--- config.mk ---
export PLATFORM = sky130hd
export DESIGN_NAME = branch_sequencer
export DESIGN_NICKNAME = d
export VERILOG_FILES = /design/src/rtl/branch_sequencer.sv
export SDC_FILE = /design/constraint.sdc
export NUM_CORES = 1
export LEC_CHECK = 0
export ABC_AREA = 1
export CELL_PAD_IN_SITES_DETAIL_PLACEMENT = 0
export CELL_PAD_IN_SITES_GLOBAL_PLACEMENT = 2
export CORE_ASPECT_RATIO = 1.25
export CORE_MARGIN = 2
export CORE_UTILIZATION = 25
export CTS_BUF_LIST = sky130_fd_sc_hd__clkbuf_8 sky130_fd_sc_hd__clkbuf_16
export DETAILED_ROUTE_END_ITERATION = 10
export GPL_TIMING_DRIVEN = 0
export PLACE_DENSITY_LB_ADDON = 0.1
export SLEW_MARGIN = 5
export SYNTH_ARGS = -nofsm -noshare
export SYNTH_HDL_FRONTEND = slang
export SYNTH_SLANG_ARGS = --single-unit
--- constraint.sdc ---
create_clock -name clk -period 1.9 [get_ports clk]
set_clock_uncertainty 0.1 [all_clocks]
set_input_delay 0.57 -clock clk [delete_from_list [all_inputs] [get_ports clk]]
set_output_delay 0.57 -clock clk [all_outputs]
set_load 0.01 [all_outputs]
--- src/rtl/branch_sequencer.sv ---
// branch_sequencer: multi-cycle control-transfer sequencer for an RV32I core.
// Owns the branch comparison unit for one BRANCH/JAL/JALR at a time, computes
// and checks the target, and redirects fetch through a valid/ready handshake.
// Optional feature macro: BRANCH_SEQ_PERF_EN adds saturating branch counters
// (perf_branches, perf_taken).
module branch_sequencer #(
    parameter int XLEN           = 32,
    parameter int RESET_PC_ALIGN = 2
) (
    input  logic            clk,
    input  logic            res_n,
    input  logic            req_valid,
    output logic            req_ready,
    input  logic [1:0]      req_kind,
    input  logic [2:0]      req_funct3,
    input  logic [XLEN-1:0] req_pc,
    input  logic [XLEN-1:0] req_imm,
    input  logic [XLEN-1:0] req_rs1,
    input  logic [XLEN-1:0] req_rs2,
    output logic [XLEN-1:0] cmp_in_0,
    output logic [XLEN-1:0] cmp_in_1,
    output logic [2:0]      cmp_mode,
    input  logic            cmp_branch,
    output logic            redir_valid,
    input  logic            redir_ready,
    output logic [XLEN-1:0] redir_pc,
    output logic            done,
    output logic            done_taken,
    output logic [XLEN-1:0] link_val,
    output logic            exc_valid,
    output logic [1:0]      exc_cause
`ifdef BRANCH_SEQ_PERF_EN
    ,
    output logic [XLEN-1:0] perf_branches,
    output logic [XLEN-1:0] perf_taken
`endif
);

    typedef enum logic [1:0] {ST_IDLE, ST_CMP, ST_RESOLVE, ST_REDIR} state_t;

    localparam logic [1:0] KIND_BRANCH    = 2'b00;
    localparam logic [1:0] KIND_JALR      = 2'b10;
    localparam logic [1:0] KIND_ILLEGAL   = 2'b11;
    localparam logic [1:0] CAUSE_MISALIGN = 2'b01;
    localparam logic [1:0] CAUSE_ILLEGAL  = 2'b10;

    // Target LSBs that must be zero for a legal redirect.
    localparam logic [XLEN-1:0] ALIGN_MASK =
        {{(XLEN-RESET_PC_ALIGN){1'b0}}, {RESET_PC_ALIGN{1'b1}}};
    localparam logic [XLEN-1:0] CLEAR_BIT0 = ~{{(XLEN-1){1'b0}}, 1'b1};

    state_t            state;
    logic [1:0]        cap_kind;
    logic [XLEN-1:0]   cap_pc;
    logic [XLEN-1:0]   cap_imm;
    logic [XLEN-1:0]   cap_rs1;
    logic              cap_illegal;
    logic              go_redir;
    logic              done_resolve;

    logic [XLEN-1:0]   target;
    logic              taken_now;
    logic              misaligned;
    logic              handshake;

    assign req_ready  = (state == ST_IDLE);
    // A redirect accepted during reset is not a retirement.
    assign handshake  = redir_valid && redir_ready && res_n;
    assign done       = done_resolve || handshake;
    assign done_taken = handshake;

    // Target, taken decision and alignment check, all from captured fields.
    always_comb begin
        // NOTE: every always_comb output gets a default first so no path can infer a latch.
        target     = cap_pc + cap_imm;
        taken_now  = 1'b1;
        if (cap_kind == KIND_JALR) begin
            target = (cap_rs1 + cap_imm) & CLEAR_BIT0;
        end
        if (cap_kind == KIND_BRANCH) begin
            taken_now = cmp_branch;
        end
        misaligned = (target & ALIGN_MASK) != '0;
    end

    // Control FSM with registered outputs; pulses default low each cycle.
    always_ff @(posedge clk) begin
        if (!res_n) begin
            state        <= ST_IDLE;
            cap_kind     <= '0;
            cap_pc       <= '0;
            cap_imm      <= '0;
            cap_rs1      <= '0;
            cap_illegal  <= 1'b0;
            go_redir     <= 1'b0;
            done_resolve <= 1'b0;
            cmp_in_0     <= '0;
            cmp_in_1     <= '0;
            cmp_mode     <= '0;
            redir_valid  <= 1'b0;
            redir_pc     <= '0;
            link_val     <= '0;
            exc_valid    <= 1'b0;
            exc_cause    <= '0;
        end else begin
            // NOTE: sequential state uses non-blocking assignments so every register samples pre-edge values.
            done_resolve <= 1'b0;
            exc_valid    <= 1'b0;
            exc_cause    <= '0;
            cmp_in_0     <= '0;
            cmp_in_1     <= '0;
            cmp_mode     <= '0;
            case (state)
                ST_IDLE: begin
                    if (req_valid) begin
                        cap_kind    <= req_kind;
                        cap_pc      <= req_pc;
                        cap_imm     <= req_imm;
                        cap_rs1     <= req_rs1;
                        cap_illegal <= (req_kind == KIND_ILLEGAL) ||
                                       (req_kind == KIND_BRANCH && req_funct3[2:1] == 2'b01);
                        cmp_in_0    <= req_rs1;
                        cmp_in_1    <= req_rs2;
                        cmp_mode    <= req_funct3;
                        state       <= ST_CMP;
                    end
                end
                ST_CMP: begin
                    redir_pc <= target;
                    link_val <= cap_pc + XLEN'(4);
                    go_redir <= 1'b0;
                    if (cap_illegal) begin
                        exc_valid <= 1'b1;
                        exc_cause <= CAUSE_ILLEGAL;
                    end else if (taken_now && misaligned) begin
                        exc_valid <= 1'b1;
                        exc_cause <= CAUSE_MISALIGN;
                    end else if (!taken_now) begin
                        done_resolve <= 1'b1;
                    end else begin
                        go_redir <= 1'b1;
                    end
                    state <= ST_RESOLVE;
                end
                ST_RESOLVE: begin
                    if (go_redir) begin
                        redir_valid <= 1'b1;
                        state       <= ST_REDIR;
                    end else begin
                        state <= ST_IDLE;
                    end
                end
                ST_REDIR: begin
                    if (redir_ready) begin
                        redir_valid <= 1'b0;
                        state       <= ST_IDLE;
                    end
                end
                default: state <= ST_IDLE;
            endcase
        end
    end

`ifdef BRANCH_SEQ_PERF_EN
    // Saturating retirement counters for conditional branches.
    always_ff @(posedge clk) begin
        if (!res_n) begin
            perf_branches <= '0;
            perf_taken    <= '0;
        end else if (done && cap_kind == KIND_BRANCH) begin
            if (perf_branches != '1) perf_branches <= perf_branches + XLEN'(1);
            if (done_taken && perf_taken != '1) perf_taken <= perf_taken + XLEN'(1);
        end
    end
`endif

endmodule
==> reports/results.ini <==
[run]
maxCapViolCount = 0

[timing]
final_max_slew_viol_count = 0
postLayoutSetupSlackWorst_ns = -0.2216
worst_slew_pin_slew_ns = 0.7625
fin_crit_sh_pct = 111.7
grt_setup_unrepaired = true
worst_slew_margin_rel_pct = 49.16
number_of_endpoints_with_negative_hold_slack_in_the_final_report = 0
layout_min_cycle_time_ns = 2.122
highest_clock_rate_mhz = 471.3
setup_viol_count_final = 26

[worst_setup_path]
cp.buffers_inverters = 1
critical_path.reg2reg.startpoint = cap_imm[0]$_SDFFE_PN0P_
worst-r2r-cell-count = 12
timing.critical_path.cells = ha_4 -> fa_2 -> nand3_2 -> nand3_4 -> nand2_2 -> nand3b_1 -> nand2_2 -> nand4_1 -> nand3_1 -> nand3_2 -> nand2_1 -> inv_1
critPathTopFamily = simple AND/OR/NAND/NOR gates
cp-start-kind = flop
worstPathMaxFanout = 3
cp.required_ns = 2.26
timing.critical_path.to_type = flop
worst_path_slowest_cell = dfxtp_4
arrival_ns = 2.48
critPathKind = flop to flop
startpoint = cap_imm[0]$_SDFFE_PN0P_
crit_end = redir_pc[24]$_SDFFE_PN0N_
r2r-end = redir_pc[24]$_SDFFE_PN0N_
timing.critical_path.depth = 12
critPathMaxStageDelay_ns = 0.37
reg2reg_setup_slack_ns = -0.22

[status]
failed_checks = negative setup slack
run_status = finished with violations

[yosys]
syn-num-nets = 2324
synth_edf_count = 0
synth_area_leader_cell = dfxtp_1
cell_area_after_synthesis_um2 = 13490
post_synth_and_or_nand_nor_area_fraction_pct = 33.82
synth_commonest_cells = 545 x nand2_1, 372 x inv_1, 355 x nor2_1, 238 x dfxtp_1, 130 x nand3_1
synth.top_cells.by_area = dfxtp_1 35%, nand2_1 15%, inv_1 10%, nor2_1 9.9%, ha_1 5.8%
synth_largest_type_area_fraction_pct = 35.33
synthAdderAreaFrac_pct = 6.049
syn_inst = 2122
async_set_or_reset_flop_fraction_in_the_synthesized_netlist_pct = 0
synth.lib_cells_used.distinct = 41
synth.yosys.seq_area_share_pct = 35.33
synth_top_flop_cell = dfxtp_1
postSynthAreaPerCell_um2 = 6.356
synth_top_family_by_area = simple AND/OR/NAND/NOR gates
synth-warning-count = 0
synth.most_common_cell = nand2_1
synth_xor_xnor_area_share_pct = 1.624
yosys-mux-area-fraction_pct = 0.07422
synth_seq_cells = 238
fraction_of_the_mapped_netlist_area_in_compound_gates_pct = 10.72

[global_route]
grtUsageMet2_pct = 38.90
grt.met1_usage_pct = 26.00
grt.overflow.total = 0
globalRouteMet3Util_pct = 3.578
grt_pass1_vias = 14345
grt_antenna_before_repair = 0
grt_pass1_wl_mm = 89.10
grt-busiest-layer = met2
grt_util_all_layers_pct = 21.50
grt_start_max_net_pins = 14

[routing]
remaining_routing_drc_violations = 0
dr.pass1.iters = 5
post_drt_wl_per_cell_um = 19.00
viasPerCell = 4.507
route.antenna.remaining_nets = 0
routed-via-count = 14511
detailedRoute.firstIterationViolations = 652
wl_mm = 61.20

[floorplanning]
design.die.area_um2 = 55830
core-area_um2 = 53490
ioPinCount = 276
die_outline_height_um = 263.7
starting_density_pct = 25.21
die_w_um = 211.7
std_cell_rows = 95

[power]
p_per_area_nw_per_um2 = 748.7
power.total_uw = 16060
vdd.ir_drop.worst_mv = 0.7744
p_leak_uw = 0.01064

[cells_and_area]
drive_gt1_share_pct = 29.71
fin_cells = 3220
insertedDiodeCount = 0
area_growth_pct = 59.06
final_stage_net_count = 2723
utilization_pct = 40.11

[clock_tree]
holdBufCountCts = 0
clockBufferDepth = 3
clockRootBuffer = clkbuf_16
cts_max_level = 1
cts_buffers = 28
later_pin_clock_latency_in_the_skew_report_ns = 0.57
worst_setup_hold_path_clk_slew_ns = 0.06
count_of_clock_tree_sinks = 238
clock_tree_from_tritoncts = done

[placement]
placement.setup.worst_slack_ns = -1.499
weighted_congestion_reported_at_the_end_of_routability_driven_placement = 0.8495
placedCellCount = 3076
buffer_ports.inserted = 275
place_hpwl_mm = 48.56

[worst_hold_path]
hold_path_class = input port to flop

## where the power goes
group | switching [uW] | leakage, uW | internal [uW] | total [uW]
Combinational | 2370 | 0.00814 | 1890 | 4260
Sequential | 532 | 0.00200 | 5390 | 5920
Clock | 2320 | 0.000497 | 3570 | 5880
## tightest hold or removal path, stage by stage
cell           delay [ns]
dlygate4sd2_1        0.23
nor2_1               0.05
inv_1                0.06
a31oi_1              0.07
## cell families (layout without fill, tap and decap cells)
group,count (synthesis),in the layout
flip-flops,238,238
buffers and inverters,436,855
XOR/XNOR,25,25
adder cells (fa/ha/maj),64,64
AND/OR/NAND/NOR,1108,1108
multiplexers,1,1
AO/OA/AOI/OAI,250,250
## metrics by stage
step	setup TNS (ns)	area, um2	hold slack [ns]
3_3_place_gp	-269.61	17100	0.3649
5_1_grt	-6.012	21450	0.3782
3_5_place_dp	-264.87	17100	0.3714
6_report	-2.864	21450	0.3624
4_1_cts	-2.661	20330	0.3379
2_1_floorplan	0	13490	0.3264
## cell usage in the layout, fill, tap and decap left out, types with 27 or more instances in the layout
master,instances
a21oi_1,51
a31o_2,32
buf_4,68
buf_6,27
clkbuf_1,27
clkbuf_16,29
clkbuf_2,30
clkdlybuf4s15_1,32
clkdlybuf4s50_1,135
dfxtp_1,153
dfxtp_2,36
dfxtp_4,49
dlygate4sd2_1,83
ha_4,56
inv_1,353
nand2_1,374
nand2_2,125
nand2_4,46
nand3_1,67
nand3_2,51
nor2_1,312
nor2_4,32
o21ai_0,90
## flip-flops by register name, summed over array words and instances (netlist names), 3 cells and up
signal	cells
redir_pc	32
cap_rs1	32
link_val	32
cmp_in_0	32
cmp_in_1	32
cap_pc	32
cap_imm	32
cmp_mode	3
## cell type report
cell class | count | area, um2
clock buffer | 36 | 822.0
fill | 5770 | 32040
sequential | 238 | 4994
multi-input combinational | 1448 | 9454
inverter | 376 | 1418
tap | 679 | 849.6
clock inverter | 14 | 177.7
timing repair buffer | 369 | 3432
buffer | 60 | 305.3
## metal layers
layer | up-vias | wire length, um
li1 | 7412 | -
met1 | 6692 | 25730
met2 | 350 | 30910
met3 | 57 | 2996
met4 | 0 | 1552
met5 | - | 0
## timing repair
action                     4_1_cts  5_1_grt
pin swaps                       99      156
setup endpoints to repair      376       99
buffers inserted                46       51
gates resized for setup        718      266
gates cloned                     0        0
## worst min-delay path by stage
| stage | slack [ns] | endpoint | cells after the start | start |
|---|---|---|---|---|
| 6_report | 0.36 | state[1]$_SDFFE_PN0P_ | 4 | redir_ready |
| 5_1_grt | 0.38 | state[1]$_SDFFE_PN0P_ | 4 | redir_ready |
| 4_1_cts | 0.34 | state[1]$_SDFFE_PN0P_ | 4 | redir_ready |
| 3_5_place_dp | 0.37 | exc_cause[0]$_SDFF_PP0_ | 1 | cap_illegal$_SDFFE_PN0P_ |
| 3_3_place_gp | 0.36 | go_redir$_SDFFE_PN0N_ | 2 | go_redir$_SDFFE_PN0N_ |
| 2_1_floorplan | 0.33 | exc_cause[0]$_SDFF_PP0_ | 1 | cap_illegal$_SDFFE_PN0P_ |
No activity file was read; power rests on OpenSTA's default activity.
